<file path="config.mk">
export PLATFORM = sky130hd
export DESIGN_NAME = keypad_scan
export DESIGN_NICKNAME = d
export VERILOG_FILES = /design/src/rtl/keypad_pkg.sv /design/src/rtl/keypad_debounce.sv /design/src/rtl/keypad_scan.sv
export SDC_FILE = /design/constraint.sdc
export NUM_CORES = 1
export LEC_CHECK = 0
export ABC_AREA = 1
export CORE_MARGIN = 2
export CORE_UTILIZATION = 45
export DETAILED_ROUTE_END_ITERATION = 8
export PLACE_DENSITY = 0.65
export REMOVE_ABC_BUFFERS = 1
export SYNTH_ARGS = -nofsm -noshare
export SYNTH_HDL_FRONTEND = slang
export SYNTH_SLANG_ARGS = --single-unit
</file>
<file path="constraint.sdc">
create_clock -name clk -period 1.5 [get_ports clk]
set_input_delay 0.375 -clock clk [delete_from_list [all_inputs] [get_ports clk]]
set_output_delay 0.375 -clock clk [all_outputs]
set_load 0.1 [all_outputs]
</file>
<file path="src/rtl/keypad_pkg.sv">
// Shared types and width helpers for the keypad scanner.
package keypad_pkg;

    typedef enum logic [0:0] {
        KP_IDLE = 1'b0,
        KP_HELD = 1'b1
    } kp_state_t;

    // Key code width for a COLS x ROWS matrix; never narrower than one bit.
    function automatic int unsigned kp_code_w(input int unsigned cols, input int unsigned rows);
        return (cols * rows > 1) ? $clog2(cols * rows) : 1;
    endfunction

    // A sweep candidate carries one extra MSB; the all-ones pattern means no key seen.
    localparam logic KP_NONE_BIT = 1'b1;

endpackage

</file>
<file path="src/rtl/keypad_debounce.sv">
// Sweep-level debounce FSM: accepts press, change and release after DEBOUNCE matching sweeps.
module keypad_debounce
    import keypad_pkg::*;
#(
    parameter int unsigned CODE_W   = 4,
    parameter int unsigned DEBOUNCE = 3
) (
    input  logic              clk,
    input  logic              rst_n,
    input  logic              sweep_end,
    input  logic              cand_valid,
    input  logic [CODE_W-1:0] cand_code,
    output logic [CODE_W-1:0] key_code,
    output logic              key_valid,
    output logic              key_held,
    output logic              key_release
);

    localparam int unsigned CNT_W = $clog2(DEBOUNCE + 1);

    kp_state_t         state, state_n;
    logic              prev_valid, prev_valid_n;
    logic [CODE_W-1:0] prev_code, prev_code_n;
    logic [CNT_W-1:0]  cnt, cnt_n;
    logic [CODE_W-1:0] code_n;
    logic              valid_n, held_n, release_n;
    logic              same_c;
    logic [CNT_W-1:0]  run_c;

    always_ff @(posedge clk or negedge rst_n) begin
        if (!rst_n) begin
            state       <= KP_IDLE;
            prev_valid  <= 1'b0;
            prev_code   <= '0;
            cnt         <= '0;
            key_code    <= '0;
            key_valid   <= 1'b0;
            key_held    <= 1'b0;
            key_release <= 1'b0;
        end else begin
            state       <= state_n;
            prev_valid  <= prev_valid_n;
            prev_code   <= prev_code_n;
            cnt         <= cnt_n;
            key_code    <= code_n;
            key_valid   <= valid_n;
            key_held    <= held_n;
            key_release <= release_n;
        end
    end

    // Run length of the current candidate, counting this sweep.
    assign same_c = (cand_valid == prev_valid) && (!cand_valid || (cand_code == prev_code));
    assign run_c  = same_c ? (cnt + CNT_W'(1)) : CNT_W'(1);

    always_comb begin
        state_n      = state;
        prev_valid_n = prev_valid;
        prev_code_n  = prev_code;
        cnt_n        = cnt;
        code_n       = key_code;
        held_n       = key_held;
        valid_n      = 1'b0;
        release_n    = 1'b0;
        if (sweep_end) begin
            prev_valid_n = cand_valid;
            prev_code_n  = cand_code;
            case (state)
                KP_IDLE: begin
                    if (!cand_valid) begin
                        cnt_n = '0;
                    end else if (run_c >= CNT_W'(DEBOUNCE)) begin
                        cnt_n   = '0;
                        code_n  = cand_code;
                        valid_n = 1'b1;
                        held_n  = 1'b1;
                        state_n = KP_HELD;
                    end else begin
                        cnt_n = run_c;
                    end
                end
                KP_HELD: begin
                    if (cand_valid && (cand_code == key_code)) begin
                        cnt_n = '0;
                    end else if (run_c >= CNT_W'(DEBOUNCE)) begin
                        cnt_n = '0;
                        if (cand_valid) begin
                            code_n  = cand_code;
                            valid_n = 1'b1;
                        end else begin
                            release_n = 1'b1;
                            held_n    = 1'b0;
                            state_n   = KP_IDLE;
                        end
                    end else begin
                        cnt_n = run_c;
                    end
                end
                default: state_n = KP_IDLE;
            endcase
        end
    end

endmodule

</file>
<file path="src/rtl/keypad_scan.sv">
// Matrix keypad scanner: column rotation, row synchronizer and per-sweep lowest-code candidate.
module keypad_scan
    import keypad_pkg::*;
#(
    parameter int unsigned COLS     = 4,
    parameter int unsigned ROWS     = 4,
    parameter int unsigned SETTLE   = 4,
    parameter int unsigned DEBOUNCE = 3,
    localparam int unsigned CODE_W  = kp_code_w(COLS, ROWS)
) (
    input  logic              clk,
    input  logic              rst_n,
    output logic [COLS-1:0]   col_o,
    input  logic [ROWS-1:0]   row_i,
    output logic [CODE_W-1:0] key_code,
    output logic              key_valid,
    output logic              key_held,
    output logic              key_release
);

    localparam int unsigned DW_W = $clog2(SETTLE);
    localparam int unsigned CI_W = $clog2(COLS);
    localparam logic [CODE_W:0] KP_NONE = {KP_NONE_BIT, {CODE_W{1'b1}}};

    logic [ROWS-1:0]   row_s1, row_s2;
    logic [DW_W-1:0]   dwell;
    logic [CI_W-1:0]   col_idx;
    logic [CODE_W:0]   acc, cand_q, cand_next;
    logic              sweep_end;
    logic              sample_c, last_col_c, col_hit;
    logic [CODE_W-1:0] row_sel, col_code;

    assign sample_c   = (dwell == DW_W'(SETTLE - 1));
    assign last_col_c = (col_idx == CI_W'(COLS - 1));

    // Lowest active row in the currently sampled column.
    always_comb begin
        col_hit = 1'b0;
        row_sel = '0;
        for (int r = ROWS - 1; r >= 0; r--) begin
            if (row_s2[r]) begin
                col_hit = 1'b1;
                row_sel = CODE_W'(r);
            end
        end
    end

    assign col_code = CODE_W'(col_idx) * CODE_W'(ROWS) + row_sel;

    // Columns are visited in ascending code order, so the first hit of a sweep is the lowest.
    always_comb begin
        cand_next = acc;
        if ((acc == KP_NONE) && col_hit) begin
            cand_next = {1'b0, col_code};
        end
    end

    always_ff @(posedge clk or negedge rst_n) begin
        if (!rst_n) begin
            row_s1    <= '0;
            row_s2    <= '0;
            dwell     <= '0;
            col_idx   <= '0;
            col_o     <= {1'b1, {(COLS - 1){1'b0}}};
            acc       <= KP_NONE;
            cand_q    <= KP_NONE;
            sweep_end <= 1'b0;
        end else begin
            row_s1    <= row_i;
            row_s2    <= row_s1;
            sweep_end <= 1'b0;
            if (sample_c) begin
                dwell <= '0;
                col_o <= {col_o[0], col_o[COLS-1:1]};
                if (last_col_c) begin
                    col_idx   <= '0;
                    acc       <= KP_NONE;
                    cand_q    <= cand_next;
                    sweep_end <= 1'b1;
                end else begin
                    col_idx <= col_idx + CI_W'(1);
                    acc     <= cand_next;
                end
            end else begin
                dwell <= dwell + DW_W'(1);
            end
        end
    end

    keypad_debounce #(
        .CODE_W   (CODE_W),
        .DEBOUNCE (DEBOUNCE)
    ) u_debounce (
        .clk         (clk),
        .rst_n       (rst_n),
        .sweep_end   (sweep_end),
        .cand_valid  (cand_q[CODE_W] != KP_NONE_BIT),
        .cand_code   (cand_q[CODE_W-1:0]),
        .key_code    (key_code),
        .key_valid   (key_valid),
        .key_held    (key_held),
        .key_release (key_release)
    );

endmodule

</file>
==> metrics.md <==
| Metric | Value |
|---|---|
| Hold Violations, Final | 0 |
| Main flop type after synthesis | dfrtp_1 |
| Total of max-cap violations | 0 |
| Crit path launch type | flop |
| Total Power | 2.15 mW |
| Die area | 0.00446 mm² |
| IO Port Bufs | 16 |
| Area contributors post-synth | dfrtp_1, dfstp_2, nand2_1 |
| Synthesized cell area | 0.00177 mm² |
| EDFF count, synth | 0 |
| Worst slack at placement | roughly 24 ps |
| Starting Density | between 40% and 50% |
| P per Cell Area | between 900 and 1000 mW/mm² |
| Count leader, synth | nand2_1 |
| DR WL/cell | between 10 and 15 µm |
| Die width | about 67 µm |
| Most frequent cells after synthesis | nand2_1, dfrtp_1, inv_1 |
| Final Cycle Share | 101% |
| Total CTS buffers | 5 |
| Post-Place Cell Area | 0.00216 mm² |
| Post-synth ARST share | 100% |
| Worst Hold Class | reg -> reg |
| Die height | 66.8 µm |
| Overflow after GRT | 0 |
| Fmax | 0.662 GHz |
| #FFs+latches synth | 42 |
| Hold-critical path depth | 0 |
| R2R Path Start | cand_q[0]$_DFFE_PN1P_ |
| Clock Path Buffers | 2 |
| Worst Reg-to-Reg Cells | 8 |
| GP Congestion | 0.925 |
| Root Buffer | clkbuf_8 |
| CTS clock-pin slew for the worst setup and hold paths | 80 ps |
| Via Count | between 1,000 and 1,500 |
| Syn Area/Cell | between 9 and 10 µm² |
| Leakage | between 1 and 1.5 nW |
| # clock sinks | 42 |
| Req. time, crit path | 1720 ps |
| Synth area leader | dfrtp_1 |
| # DRC | 0 |
| Min-delay src | row_s1[3]$_DFF_PN0_ |
| Final nets | approximately 240 |
| Initial antenna violation count | 0 |
| Antenna cells | 0 |
| DRT iter0 DRCs | between 60 and 70 |
| Peak supply drop | 0.579 mV |
| Yosys warnings | 0 |
| Slew margin rel. | 76.0% |
| DRT Pass-1 Iters | 4 |
| Number of global-route vias before repair | 1,372 |
| I/O pin total | 17 |
| Post-route cell area | 0.00233 mm² |
| Unrepaired setup endpoints after global routing | yes |
| TritonCTS clock tree | done |
| ANT nets after route | 0 |
| Drt via density | 4.89 |
| Failing checks | negative setup slack |
| Hold EP | row_s2[3]$_DFF_PN0_ |
| GRT Total Usage | 17.0% |
| Clk Latency, worst-skew pair | around 290 ps |
| Final WL | 3320 µm |
| Gate count after technology mapping | 194 |
| CORE AREA | 0.00372 mm² |
| Least-Margin Pin Slew | ~360 ps |
| Sum Neg Setup Slack | -10.1 ps |
| Post-synth top area share | 43.8% |
| Final setup viols | 1 |
| Share of layout cells above drive strength 1 | 25.6% |
| CP Capture Type | flop |
| Status | finished, violations left |
| Layout area overhead | 31.5% |
| Clock skew | around 9.4 ps |
| Register area share after synthesis | 60.1% |
| Slew Viols, Final | 0 |
| Fin crit period | 1510 ps |
| DP HPWL | 2330 µm |
| Worst-path fanout max | 8 |
| FP Rows | 22 |
| Setup ws final | -10.1 ps |
| Synth cell types | 24 |
| R2r setup slk | -10 ps |
| CP Class | reg -> reg |
| Largest net degree at the start of global routing | 29 |
| H-Tree Depth | 2 |
| Worst path arrival time | between 1500 and 2000 ps |
| R2r endpoint | u_debounce.key_release$_DFF_PN0_ |
| Wire length of the first global-routing pass | 5700 µm |
==> state kept, by name, summed over array words and instances (netlist names), 2 cells and up, named ones only <==
register / count
acc: 5
cand_q: 5
col_o: 4
row_s1: 4
row_s2: 4
u_debounce.key_code: 4
u_debounce.prev_code: 4
col_idx: 2
dwell: 2
u_debounce.cnt: 2
==> metrics by stage <==
stage / hold WS, ps / utilization [%] / instances
after floorplan: 79.4 / - / 192
after global placement: 302 / 58.0 / 263
after detailed placement: 307 / 58.0 / 263
after CTS: 353 / 61.4 / 271
after global routing: 354 / 62.8 / 275
final: 351 / 62.8 / 275
==> power by group <==
part / leakage [nW] / internal (mW) / switching [mW]
sequential: 0.518 / 1.16 / 0.00964
combinational: 0.592 / 0.0384 / 0.0559
clock: 0.0573 / 0.532 / 0.361
total: 1.17 / 1.73 / 0.426
==> worst max-delay path, cell delays in order (launching register included) <==
cell,delay [ps]
dfstp_2,560
inv_2,30
nand2_1,50
nand2_1,70
nor2_2,110
nand3_2,120
a21oi_4,270
nand2_2,90
nor3_2,150
==> routing by layer <==
layer	up-vias	global-route usage (%)	part of all wire, %
met2	29	29.3	52
met1	637	19.7	43
li1	673	-	-
met3	6	3.89	3.9
met5	-	0	0
met4	0	8.67	1.4
==> logic make-up after synthesis <==
group                      count (synthesis)  synth area share [%]
adders and majority gates                  2                  1.41
DFF                                       42                  60.1
xor gates and xnor gates                   3                  1.48
AOI/OAI and AO/OA                         28                  8.96
and+or+nand+nor                           92                  22.4
buffers and inverters                     27                  5.72
==> layout by cell type (no fill, tap or decap), types with 2 or more instances in the layout <==
cell type and n:
a21oi_1 6, a21oi_4 2, buf_12 12, buf_4 10, clkbuf_8 6, clkdlybuf4s50_1 4
dfrtp_1 31, dfstp_2 11, ha_1 2, inv_1 22, inv_2 3, nand2_1 58
nand2_2 4, nand3_1 5, nand3_2 2, nand4_1 4, nor2_1 13, nor2_2 4
o21ai_0 14, o21ai_1 2, xnor2_1 2
==> area by class of cell <==
class,instances,area [µm²]
sequential,42,1060
multi-input combinational,125,631
clock inverter,1,30.0
inverter,25,93.8
clock buffer,6,82.6
fill,304,1380
tap,48,60.1
timing repair buffer,28,370
==> what timing repair did <==
action                                 4_1_cts  5_1_grt
setup buffers                                0        4
setup endpoints to repair                    1       11
pin swaps                                    0        8
gates resized for setup                      1        9
cloned                                       0        0
endpoints found under the hold margin        8        0
hold buffers                                 1        0
==> worst max path at each step <==
stage                                        from                                  to  slack [ps]
3_3_place_gp                cand_q[0]$_DFFE_PN1P_                                flop          60
5_1_grt                     cand_q[0]$_DFFE_PN1P_                                flop        -120
3_5_place_dp                cand_q[0]$_DFFE_PN1P_                                flop          20
4_1_cts                     cand_q[0]$_DFFE_PN1P_                                flop          10
2_1_floorplan  u_debounce.key_code[2]$_DFFE_PN0P_  u_debounce.key_code[2]$_DFFE_PN0P_        -240
6_report                    cand_q[0]$_DFFE_PN1P_    u_debounce.key_release$_DFF_PN0_         -10
No activity file was read; power rests on OpenSTA's default activity.
